--- src/rtl/led_ctrl_pkg.sv ---
// Shared types and helpers for the LED array controller.
package led_ctrl_pkg;

  typedef enum logic [1:0] {
    LED_OFF  = 2'd0,
    LED_ON   = 2'd1,
    LED_SLOW = 2'd2,
    LED_FAST = 2'd3
  } led_mode_t;

  // Serial frame width: 2 mode bits followed by the address field.
  function automatic int unsigned frame_w(input int unsigned addr_w);
    return 32'(addr_w + 32'd2);
  endfunction

endpackage

--- src/rtl/led_serial_rx.sv ---
// Serial frame receiver: pin synchronisers, edge detection, shift register
// and bit counter. Presents the decoded frame fields and a commit strobe.
module led_serial_rx
  import led_ctrl_pkg::*;
#(
  parameter int unsigned ADDR_W = 5
) (
  input  logic              clk,
  input  logic              rst_n,
  input  logic              sclk,
  input  logic              sdata,
  input  logic              latch,
  output logic              commit_c,
  output logic              len_ok_c,
  output led_mode_t         mode,
  output logic [ADDR_W-1:0] addr
);

  localparam int unsigned FW   = frame_w(ADDR_W);
  localparam int unsigned BC_W = $clog2(FW + 2);
  localparam logic [BC_W-1:0] BC_FULL = BC_W'(FW);
  localparam logic [BC_W-1:0] BC_SAT  = BC_W'(FW + 1);

  // [0] metastable stage, [1] synced value, [2] previous synced value
  logic [2:0]      sclk_q;
  logic [2:0]      latch_q;
  logic [1:0]      sdata_q;
  logic [FW-1:0]   sr;
  logic [BC_W-1:0] bc;

  logic sclk_rise;
  logic latch_rise;
  logic latch_fall;
  logic bit_take;

  assign sclk_rise  = sclk_q[1] & ~sclk_q[2];
  assign latch_rise = latch_q[1] & ~latch_q[2];
  assign latch_fall = ~latch_q[1] & latch_q[2];
  assign bit_take   = sclk_rise & latch_q[1];

  // Two-flop synchronisers plus one delayed copy for edge detection
  always_ff @(posedge clk or negedge rst_n) begin
    if (!rst_n) begin
      sclk_q  <= '0;
      latch_q <= '0;
      sdata_q <= '0;
    end else begin
      sclk_q  <= {sclk_q[1:0], sclk};
      latch_q <= {latch_q[1:0], latch};
      sdata_q <= {sdata_q[0], sdata};
    end
  end

  // Shift accepted bits in MSB first; count them, saturating past a full frame
  always_ff @(posedge clk or negedge rst_n) begin
    if (!rst_n) begin
      sr <= '0;
      bc <= '0;
    end else begin
      if (bit_take) begin
        sr <= {sr[FW-2:0], sdata_q[1]};
      end
      if (latch_rise) begin
        bc <= '0;
      end else if (bit_take && (bc != BC_SAT)) begin
        bc <= bc + BC_W'(1);
      end
    end
  end

  assign commit_c = latch_fall;
  assign len_ok_c = (bc == BC_FULL);
  assign mode     = led_mode_t'(sr[FW-1:FW-2]);
  assign addr     = sr[ADDR_W-1:0];

endmodule

--- src/rtl/led_array_ctrl.sv ---
// Serial-programmed LED array controller with internal blink generator.
// Optional broadcast write to the all-ones address: LED_ARRAY_CTRL_BCAST_EN.
module led_array_ctrl
  import led_ctrl_pkg::*;
#(
  parameter int unsigned N_LEDS = 21,
  parameter int unsigned ADDR_W = 5,
  parameter int unsigned CNT_W  = 24
) (
  input  logic              clk,
  input  logic              rst_n,
  input  logic              sclk,
  input  logic              sdata,
  input  logic              latch,
  output logic [N_LEDS-1:0] led,
  output logic              frame_ok,
  output logic              frame_err
);

  localparam logic [ADDR_W-1:0] ADDR_LIM = ADDR_W'(N_LEDS);

  logic              commit_c;
  logic              len_ok_c;
  led_mode_t         rx_mode;
  logic [ADDR_W-1:0] rx_addr;

  led_mode_t         mode_q [N_LEDS];
  logic [CNT_W-1:0]  cnt;
  logic [N_LEDS-1:0] led_nxt_c;
  logic              slow_c;
  logic              fast_c;

  led_serial_rx #(
    .ADDR_W (ADDR_W)
  ) u_rx (
    .clk      (clk),
    .rst_n    (rst_n),
    .sclk     (sclk),
    .sdata    (sdata),
    .latch    (latch),
    .commit_c (commit_c),
    .len_ok_c (len_ok_c),
    .mode     (rx_mode),
    .addr     (rx_addr)
  );

  // Free-running blink prescaler; all blinking LEDs share its phase
  always_ff @(posedge clk or negedge rst_n) begin
    if (!rst_n) begin
      cnt <= '0;
    end else begin
      cnt <= cnt + CNT_W'(1);
    end
  end

  assign slow_c = cnt[CNT_W-1];
  assign fast_c = cnt[CNT_W-3];

  // Frame decode: length check, then single write, broadcast or reject
  always_ff @(posedge clk or negedge rst_n) begin
    if (!rst_n) begin
      for (int i = 0; i < int'(N_LEDS); i++) begin
        mode_q[i] <= LED_OFF;
      end
      frame_ok  <= 1'b0;
      frame_err <= 1'b0;
    end else begin
      frame_ok  <= 1'b0;
      frame_err <= 1'b0;
      if (commit_c) begin
        if (!len_ok_c) begin
          frame_err <= 1'b1;
        end else if (rx_addr < ADDR_LIM) begin
          mode_q[rx_addr] <= rx_mode;
          frame_ok        <= 1'b1;
        end
`ifdef LED_ARRAY_CTRL_BCAST_EN
        else if (rx_addr == '1) begin
          for (int i = 0; i < int'(N_LEDS); i++) begin
            mode_q[i] <= rx_mode;
          end
          frame_ok <= 1'b1;
        end
`endif
        else begin
          frame_err <= 1'b1;
        end
      end
    end
  end

  // Per-LED drive selection from mode and pattern bits
  always_comb begin
    led_nxt_c = '0;
    for (int i = 0; i < int'(N_LEDS); i++) begin
      case (mode_q[i])
        LED_ON:   led_nxt_c[i] = 1'b1;
        LED_SLOW: led_nxt_c[i] = slow_c;
        LED_FAST: led_nxt_c[i] = fast_c;
        default:  led_nxt_c[i] = 1'b0;
      endcase
    end
  end

  // Registered LED outputs
  always_ff @(posedge clk or negedge rst_n) begin
    if (!rst_n) begin
      led <= '0;
    end else begin
      led <= led_nxt_c;
    end
  end

endmodule

--- config.mk ---
export PLATFORM = sky130hd
export DESIGN_NAME = led_array_ctrl
export DESIGN_NICKNAME = d
export VERILOG_FILES = /design/src/rtl/led_ctrl_pkg.sv /design/src/rtl/led_serial_rx.sv /design/src/rtl/led_array_ctrl.sv
export SDC_FILE = /design/constraint.sdc
export NUM_CORES = 1
export LEC_CHECK = 0
export CAP_MARGIN = 20
export CELL_PAD_IN_SITES_DETAIL_PLACEMENT = 0
export CELL_PAD_IN_SITES_GLOBAL_PLACEMENT = 1
export CORE_MARGIN = 3
export CORE_UTILIZATION = 43
export DETAILED_ROUTE_END_ITERATION = 8
export GPL_TIMING_DRIVEN = 1
export PLACE_DENSITY_LB_ADDON = 0.1
export SLEW_MARGIN = 20
export SYNTH_ARGS = -nofsm -noshare
export SYNTH_HDL_FRONTEND = slang
export SYNTH_HIERARCHICAL = 1
export SYNTH_SLANG_ARGS = --single-unit
--- constraint.sdc ---
create_clock -name clk -period 1.9 [get_ports clk]
set_clock_uncertainty 0.1 [all_clocks]
set_input_delay 0.38 -clock clk [delete_from_list [all_inputs] [get_ports clk]]
set_output_delay 0.38 -clock clk [all_outputs]
set_load 0.01 [all_outputs]
# Word-level counts from Yosys, hierarchy flattened
# Index checks and enable logic that the tools add are counted.
totals:
  regBits: 108
  input_bits: 5
  wordCells: 144
  output_inout_bits: 23
op_classes:
  muxes: 32
  addsub: 2
  order_cmp: 3
  reduce_logical: 4
  eq_ne: 65
  bitwise_logic: 8
op_table:
  columns: ["operator", "count"]
  rows:
  - ["$eq 2x2->1 const B", 42]
  - ["$pmux 1 s3", 21]
  - ["$bwmux 42", 1]
  - ["$eq 2x1->1 const B", 21]
  - ["$add 24x1->24 const B", 1]
  - ["$demux 2 s5", 1]
  - ["$mux 4", 2]
  - ["$ge 6x6->1 const B", 1]
  - ["$lt 6x1->1 const B", 1]
  - ["$mux 1", 6]
  - ["$not 5->6", 1]
  - ["$lt 5x5->1 const B", 1]
  - ["$add 4x1->4 const B", 1]
  - ["$and 1x1->1", 4]
  - ["$eq 4x3->1 const B", 1]
  - ["$ne 4x4->1 const B", 1]
  - ["$not 1->1", 3]
  - ["$reduce_and 3->1", 1]
  - ["$logic_and 1x1->1", 2]
  - ["$mux 2", 1]
  - ["$reduce_bool 2->1", 1]

# Logic depth before layout (Yosys ltp)
# Gate-level depths: netlist of run 1.
depth:
  depth_word: 6
  ltp_mapped: 7
  depth_no_buf: 7

# Modules after synthesis
# Netlist of run 1, hierarchy kept.
modules_own_cells:
  columns: ["module", "n_inst", "area_each_um2", "seq_area_each_um2", "cells_each"]
  rows:
  - ["led_array_ctrl", 1, 3623.5, 2227.1, 285]
  - ["led_serial_rx", 1, 713.2, 475.5, 51]

# Least setup slack after synthesis of run 1
# No wires, ideal clock.
synth_path:
  kind: "reg2reg"
  startpoint: "reg u_rx.bc[0]"
  endpoint: "reg mode_q[0] in the netlist's numbering"
  path_slack_ps: -136
  setup_time_ps: 125
  required_ps: 1675
  arrival_time_ps: 1812
  n_path_buf: 0
  stages_incl_launch_ff: 8
  period_less_slack_ps: 2036
  path_cell_list: "dfrtp_1 -> ha_1 -> nand2_1 -> nor2_1 -> nand2_1 -> nor3_1 -> and4b_1 -> mux2_2"
synth_via:
  elab_chain_cells: 2
synth_rtl:
  columns: ["item", "line_no", "source"]
  rows:
  - ["start: declaration", "led_serial_rx.sv:29", "logic [BC_W-1:0] bc;"]
  - ["start signal: assignment", "led_serial_rx.sv:66", "bc <= bc + BC_W'(1);"]
  - ["$eq 4x3->1", "led_serial_rx.sv:72", "assign len_ok_c = (bc == BC_FULL);"]
  - ["named net len_ok_c", "led_array_ctrl.sv:23", "logic len_ok_c;"]
  - ["$reduce_and 3->1 (no source line)", null, null]
  - ["end signal: indexed assignment", "led_array_ctrl.sv:74", "mode_q[rx_addr] <= rx_mode;"]
  - ["end: declaration", "led_array_ctrl.sv:27", "led_mode_t mode_q [N_LEDS];"]
# The timed path passes the listed nets, and every way through them passes these cells.
# A chain may end at the register's enable or synchronous reset.

# Worst setup path in the final report of run 1
layout_path:
  startpoint: "reg u_rx.bc[0]"
  endpoint: "reg mode_q[1] in the netlist's numbering"
# Same word-level chain as after synthesis.

==> flow_metrics.tcl, run 1 <==
set metrics [dict create \
    final_util 0.539 \
    yosysSeqAreaShare 0.623 \
    setup_viol 0 \
    antenna_found_initial 0 \
    netlist.area_leader.share 0.623 \
    avgSynthCellArea_um2 12.9 \
    ant_nets 0 \
    hold_depth 0 \
    clk_latency_ns 0.36 \
    power_leakage_nw 2.45 \
    maxCapViolations 0 \
    relSlewSlack 0.503 \
    ir_drop_uv 353 \
    cts_tree "built" \
    die_w_um 106 \
    fmaxAchievable_mhz 529 \
    crit_path_cell_trace "ha_2 -> nand2_2 -> nor2_4 -> nand2_4 -> nor3_4 -> and4b_1 -> mux2_2" \
    portBuffers 27 \
    drt-initial-drc-count 76 \
    clk_pin_slew_ns 0.10 \
    dr_total_vias 2713 \
    area_growth_pct 21.6 \
    synth_edf_count 0 \
    routedWlPerCell_um 14.9 \
    first_pass_iters 4 \
    hold_path.class "register to register" \
    slew_violations 0 \
    path_max_fanout 5 \
    synth_cells 336 \
    die-height_um 106 \
    async_flop_share 1.00 \
    synth.distinct_cells 36 \
    tightest_slew_ns 0.745 \
    rsz0062_at_grt "true" \
    vias_per_cell 5.07 \
    finalCriticalPeriod_ns 1.89 \
    antenna_cells 0 \
    ys_seq_elements 108 \
    grt_pass1_wl_mm 13.6 \
    multi_input_area_um2 1620 \
    drive_gt1_frac 0.294 \
    fin_crit_sh 0.995 \
    placed_area_um2 5000 \
    synth_area_leaders "dfrtp_1 (62%), mux2_2 (13%), a31oi_1 (3.0%)" \
    synth_top_cells_by_count "dfrtp_1 (108), mux2_2 (49), a21oi_1 (24), a31oi_1 (21), nand2_1 (19)" \
    r2r_setup_slack_ns 0.009 \
    dp_hpwl_mm 5.51 \
    endpoint_kind "register" \
    seq_area_um2 2700 \
    finalNetCount 405 \
    cpLargestDelayFamily "simple AND/OR/NAND/NOR gates" \
    r2r-end "mode_q[1]" \
    crit_type "register to register" \
    outcome "completed" \
    syn-cell-area_um2 4340 \
    yosysTopAreaCell "dfrtp_1" \
    clock_path_buffers 2 \
    clock_sinks 108 \
    grt_usage 0.153 \
    regToRegStartpoint "u_rx/bc[0]" \
    dieArea_um2 11300 \
    ioPinCount 28 \
    powerDensity_nw_per_um2 828 \
    yosysMostFrequentCell "dfrtp_1" \
    r2r_cells 7 \
    synth_nets 344 \
    start_util 0.444 \
    h-tree-depth 3 \
    hold_viol 0 \
    place.gp.congestion 0.688 \
    final_cell_area_um2 5270 \
    dp.cells 517 \
    critPathBufInv 0 \
    critPathRequiredTime_ns 2.04 \
    hp-start "u_rx/sdata_q[0]" \
    cp_slowest_cell "dfrtp_1" \
    cts-root-buf "clkbuf_8" \
    layout.cells.non_filler 535 \
    grt_pass1_vias 2685 \
    coreArea_um2 9770 \
    ys.flop_type "dfrtp_1" \
    numCtsBuffers 9 \
    whs_endpoint "u_rx/sdata_q[1]" \
    grt_max_degree 36 \
    routed_wl_mm 7.96 \
    fillers 884 \
    grt-ovfl-total 0 \
    cp-start-kind "register" \
    ys_warn_count 6 \
    drc 0 \
    worstPathArrival_ns 2.03 \
    critPathMaxStageDelay_ns 0.39 \
    rows 36 \
]
[kinds of logic after synthesis]
group,Yosys count,share of synthesized area
flops,108,0.623
simple gates,82,0.108
compound gates,53,0.0701
mux,49,0.127
xor+xnor,22,0.0444
buf+inv,19,0.0188
fa+ha+maj,3,0.00866
[stage by stage]
step | setup slack [ns] | hold WS, ns | TNS, ns | power [mW]
floorplan | 0.0286 | -0.0156 | 0 | 2.74
global placement | -0.0413 | 0.234 | -0.0808 | 3.01
detailed placement | -0.0336 | 0.238 | -0.0620 | 3.01
CTS | 0.0129 | 0.262 | 0 | 4.42
global route | -0.0818 | 0.263 | -0.549 | 4.61
finish | 0.00857 | 0.257 | 0 | 4.37
[where the power goes]
group / switching (mW) / total, mW / internal [mW] / leakage, nW
registers: 0.225 / 2.59 / 2.37 / 1.46
logic: 0.181 / 0.373 / 0.193 / 0.888
clock network: 0.778 / 1.40 / 0.623 / 0.0977
[final cells by class]
| class | instances | share of cell area |
|---|---|---|
| clock buffer | 10 | 0.0242 |
| clock inverter | 6 | 0.0131 |
| inverter | 8 | 0.00593 |
| multi-input combinational | 209 | 0.308 |
| sequential | 108 | 0.513 |
| tap | 133 | 0.0316 |
| timing repair buffer | 61 | 0.104 |
[worst max path at each step]
stage / startpoint / to / cells past startpoint
after floorplan: u_rx/bc[0] / mode_q[0] / 7
after global placement: u_rx/bc[0] / mode_q[15] / 7
after detailed placement: u_rx/bc[0] / mode_q[14] / 7
after CTS: u_rx/bc[0] / mode_q[34] / 6
after global routing: u_rx/bc[0] / mode_q[1] / 7
final: u_rx/bc[0] / mode_q[1] / 7
[flip-flops by register name, indices dropped and copies added, names as in the netlist]
signal / flops
mode_q: 42
cnt: 24
u_rx/sr: 7
u_rx/latch_q: 3
u_rx/bc: 4
frame_ok: 1
u_rx/sdata_q: 2
frame_err: 1
u_rx/sclk_q: 3
led: 21
[metal layers]
layer / GRT usage / vias up / wire length [um]
li1: - / 1317 / -
met1: 0.224 / 1363 / 3860
met2: 0.229 / 28 / 3830
met3: 0.0322 / 5 / 200
met4: 0.0466 / 0 / 76
met5: 0 / - / 0
[worst reg2reg max path: stages (launching register included)]
cell and delay [ns]:
dfrtp_1 0.39, ha_2 0.20, nand2_2 0.07, nor2_4 0.15, nand2_4 0.09, nor3_4 0.18
and4b_1 0.26, mux2_2 0.34
[timing repair]
item	4_1_cts	5_1_grt
endpoints found under the setup margin	8	28
gates resized for setup	2	12
hold buffers	1	0
pin swaps	0	1
gates cloned	0	0
hold endpoints to repair	31	0
setup buffers	0	1
[cell usage in the layout, fill, tap and decap left out, types with 8 or more instances in the layout]
cell type        instances
dfrtp_1                108
mux2_2                  48
buf_4                   32
clkdlybuf4s50_1         26
a21oi_1                 24
a31oi_1                 21
nand2_1                 17
xnor2_1                 14
nand3_1                 11
clkbuf_8                 9
nand4_1                  8
nor2_1                   8
xor2_1                   8
Note: power is estimated with default switching activity, not from simulation.
==> inputs of run 2 (changes only) <==
Settings changed: TNS_END_PERCENT set to 50.
==> results of run 2 <==
The final DEF is identical to that of run 1; final timing and power are the same.
==> inputs of run 3 (changes only) <==
Settings changed: CORE_MARGIN 3 to unset.
==> flow_metrics.tcl, run 3 (synthesized netlist as in run 1, its figures left out) <==
set metrics [dict create \
    endpoint_kind "register" \
    setup_viol 0 \
    grt_usage 0.167 \
    finalNetCount 400 \
    multi_input_area_um2 1620 \
    whs_endpoint "u_rx/sdata_q[1]" \
    finalCriticalPeriod_ns 1.84 \
    hold_viol 0 \
    vias_per_cell 5.06 \
    first_pass_iters 4 \
    post_cts_buffers 0 \
    critPathRequiredTime_ns 2.06 \
    slew_violations 0 \
    crit_path_cell_trace "ha_2 -> nand2_2 -> nor2_4 -> nand4_1 -> nor4_1 -> mux2_2" \
    hp-start "u_rx/sdata_q[0]" \
    p_seq_frac 0.589 \
    wl_met2_mm 3.63 \
    seq_area_um2 2700 \
    tightest_slew_ns 0.756 \
    rsz0062_at_grt "true" \
    combPwrFrac 0.074 \
    final_cell_area_um2 5250 \
    drc 0 \
    p_switching_mw 1.17 \
    clk_latency_ns 0.37 \
    path_max_fanout 5 \
    drt-initial-drc-count 77 \
    clock_sinks 108 \
    intPower_mw 3.28 \
    placed_area_um2 4970 \
    start_util 0.444 \
    rows 36 \
    ioPinCount 28 \
    r2r-end "mode_q[35]" \
    maxCapViolations 0 \
    cp-start-kind "register" \
    routed_wl_mm 7.84 \
    largest_reg_flops 42 \
    cp_slowest_cell "mux2_2" \
    outcome "completed" \
    grt-ovfl-total 0 \
    die_w_um 102 \
    powerDensity_nw_per_um2 847 \
    antenna_cells 0 \
    grt_pass1_vias 2606 \
    final_cell_mix "dfrtp_1 (108), mux2_2 (49), buf_4 (27)" \
    layout_commonest_cell "dfrtp_1" \
    relSlewSlack 0.496 \
    cts_tree "built" \
    clk_pin_slew_ns 0.10 \
    critPathMaxStageDelay_ns 0.38 \
    r2r_cells 6 \
    r2r_setup_slack_ns 0.06 \
    die-height_um 102 \
    grt_max_degree 41 \
    final_util 0.537 \
    h-tree-depth 3 \
    fillers 867 \
    dr_wl_met3_um 154 \
    largest_register "mode_q" \
    top_layer "met4" \
    coreArea_um2 9770 \
    area_growth_pct 21.0 \
    place.gp.congestion 0.770 \
    cts-root-buf "clkbuf_8" \
    dp_hpwl_mm 5.25 \
    antenna_found_initial 0 \
    sw_frac_of_total 0.263 \
    power_leakage_nw 2.43 \
    fmaxAchievable_mhz 542 \
    numCtsBuffers 9 \
    fin_crit_sh 0.971 \
    ant_nets 0 \
    p_clk_frac 0.337 \
    dieArea_um2 10500 \
    crit_type "register to register" \
    portBuffers 27 \
    regToRegStartpoint "u_rx/bc[1]" \
    hold_depth 0 \
    grt_pass1_wl_mm 13.1 \
    dr_total_vias 2680 \
    met1_length_mm 3.94 \
    drive_gt1_frac 0.285 \
    routedWlPerCell_um 14.8 \
    hold_path.class "register to register" \
    clock_path_buffers 2 \
    reg_top3 "mode_q: 42 flops, cnt: 24 flops, led: 21 flops" \
    worstPathArrival_ns 2.00 \
    ir_drop_uv 351 \
]
==> run 3: changes by cell type in the layout (fill, tap and decap cells not counted), sizes merged <==
cell      delta
buf          -5
inv          -3
bufinv       +1
clkinv       +1
clkinvlp     +1
==> run 3: stage by stage <==
stage	TNS [ns]	total power, mW	hold slack, ns	setup WS, ns	std cells
3_3_place_gp	-0.0644	2.99	0.232	-0.0329	513
5_1_grt	-0.271	4.67	0.266	-0.0525	530
4_1_cts	-0.000270	4.51	0.257	-0.000270	530
6_report	0	4.45	0.254	0.0551	530
2_1_floorplan	0	2.74	-0.0156	0.0286	336
3_5_place_dp	-0.0440	2.99	0.236	-0.0251	513
==> run 3: area by class of cell <==
cell class | instances | share of cell area
timing repair buffer | 56 | 0.0977
clock buffer | 10 | 0.0243
multi-input combinational | 209 | 0.308
tap | 133 | 0.0317
inverter | 8 | 0.00596
sequential | 108 | 0.515
clock inverter | 6 | 0.0169
==> run 3: critical path, delay by kind of cell (launching register included) <==
kind | cells | cell delay (ns)
fa+ha+maj | 1 | 0.20
flops | 1 | 0.36
simple gates | 4 | 0.70
mux | 1 | 0.38
==> run 3: power by group through the flow <==
stage	logic [mW]	clock network, mW	registers [mW]
6_report	0.331	1.50	2.62
5_1_grt	0.370	1.64	2.65
4_1_cts	0.331	1.56	2.63
3_5_place_dp	0.322	0	2.67
3_3_place_gp	0.323	0	2.67
2_1_floorplan	0.231	0	2.51
==> run 3: how the worst max path moves through the flow <==
| stage | startpoint | endpoint | slack [ns] |
|---|---|---|---|
| 2_1_floorplan | u_rx/bc[0] | mode_q[0] | 0.03 |
| 3_3_place_gp | u_rx/bc[0] | mode_q[13] | -0.03 |
| 3_5_place_dp | u_rx/bc[0] | mode_q[12] | -0.03 |
| 4_1_cts | u_rx/bc[0] | mode_q[0] | -0.0003 |
| 5_1_grt | u_rx/bc[1] | mode_q[0] | -0.05 |
| 6_report | u_rx/bc[1] | mode_q[35] | 0.06 |
==> run 3: repair_timing <==
action,CTS,global route
pin swaps,0,1
hold buffers,1,0
hold endpoints to repair,36,0
endpoints found under the setup margin,5,40
resized for setup,3,10
==> run 3: routing by layer <==
metal  global-route usage  vias to the layer above
met4               0.0758                        0
met5                    0                        -
met1                0.238                     1332
li1                     -                     1307
met3               0.0274                       10
met2                0.251                       31
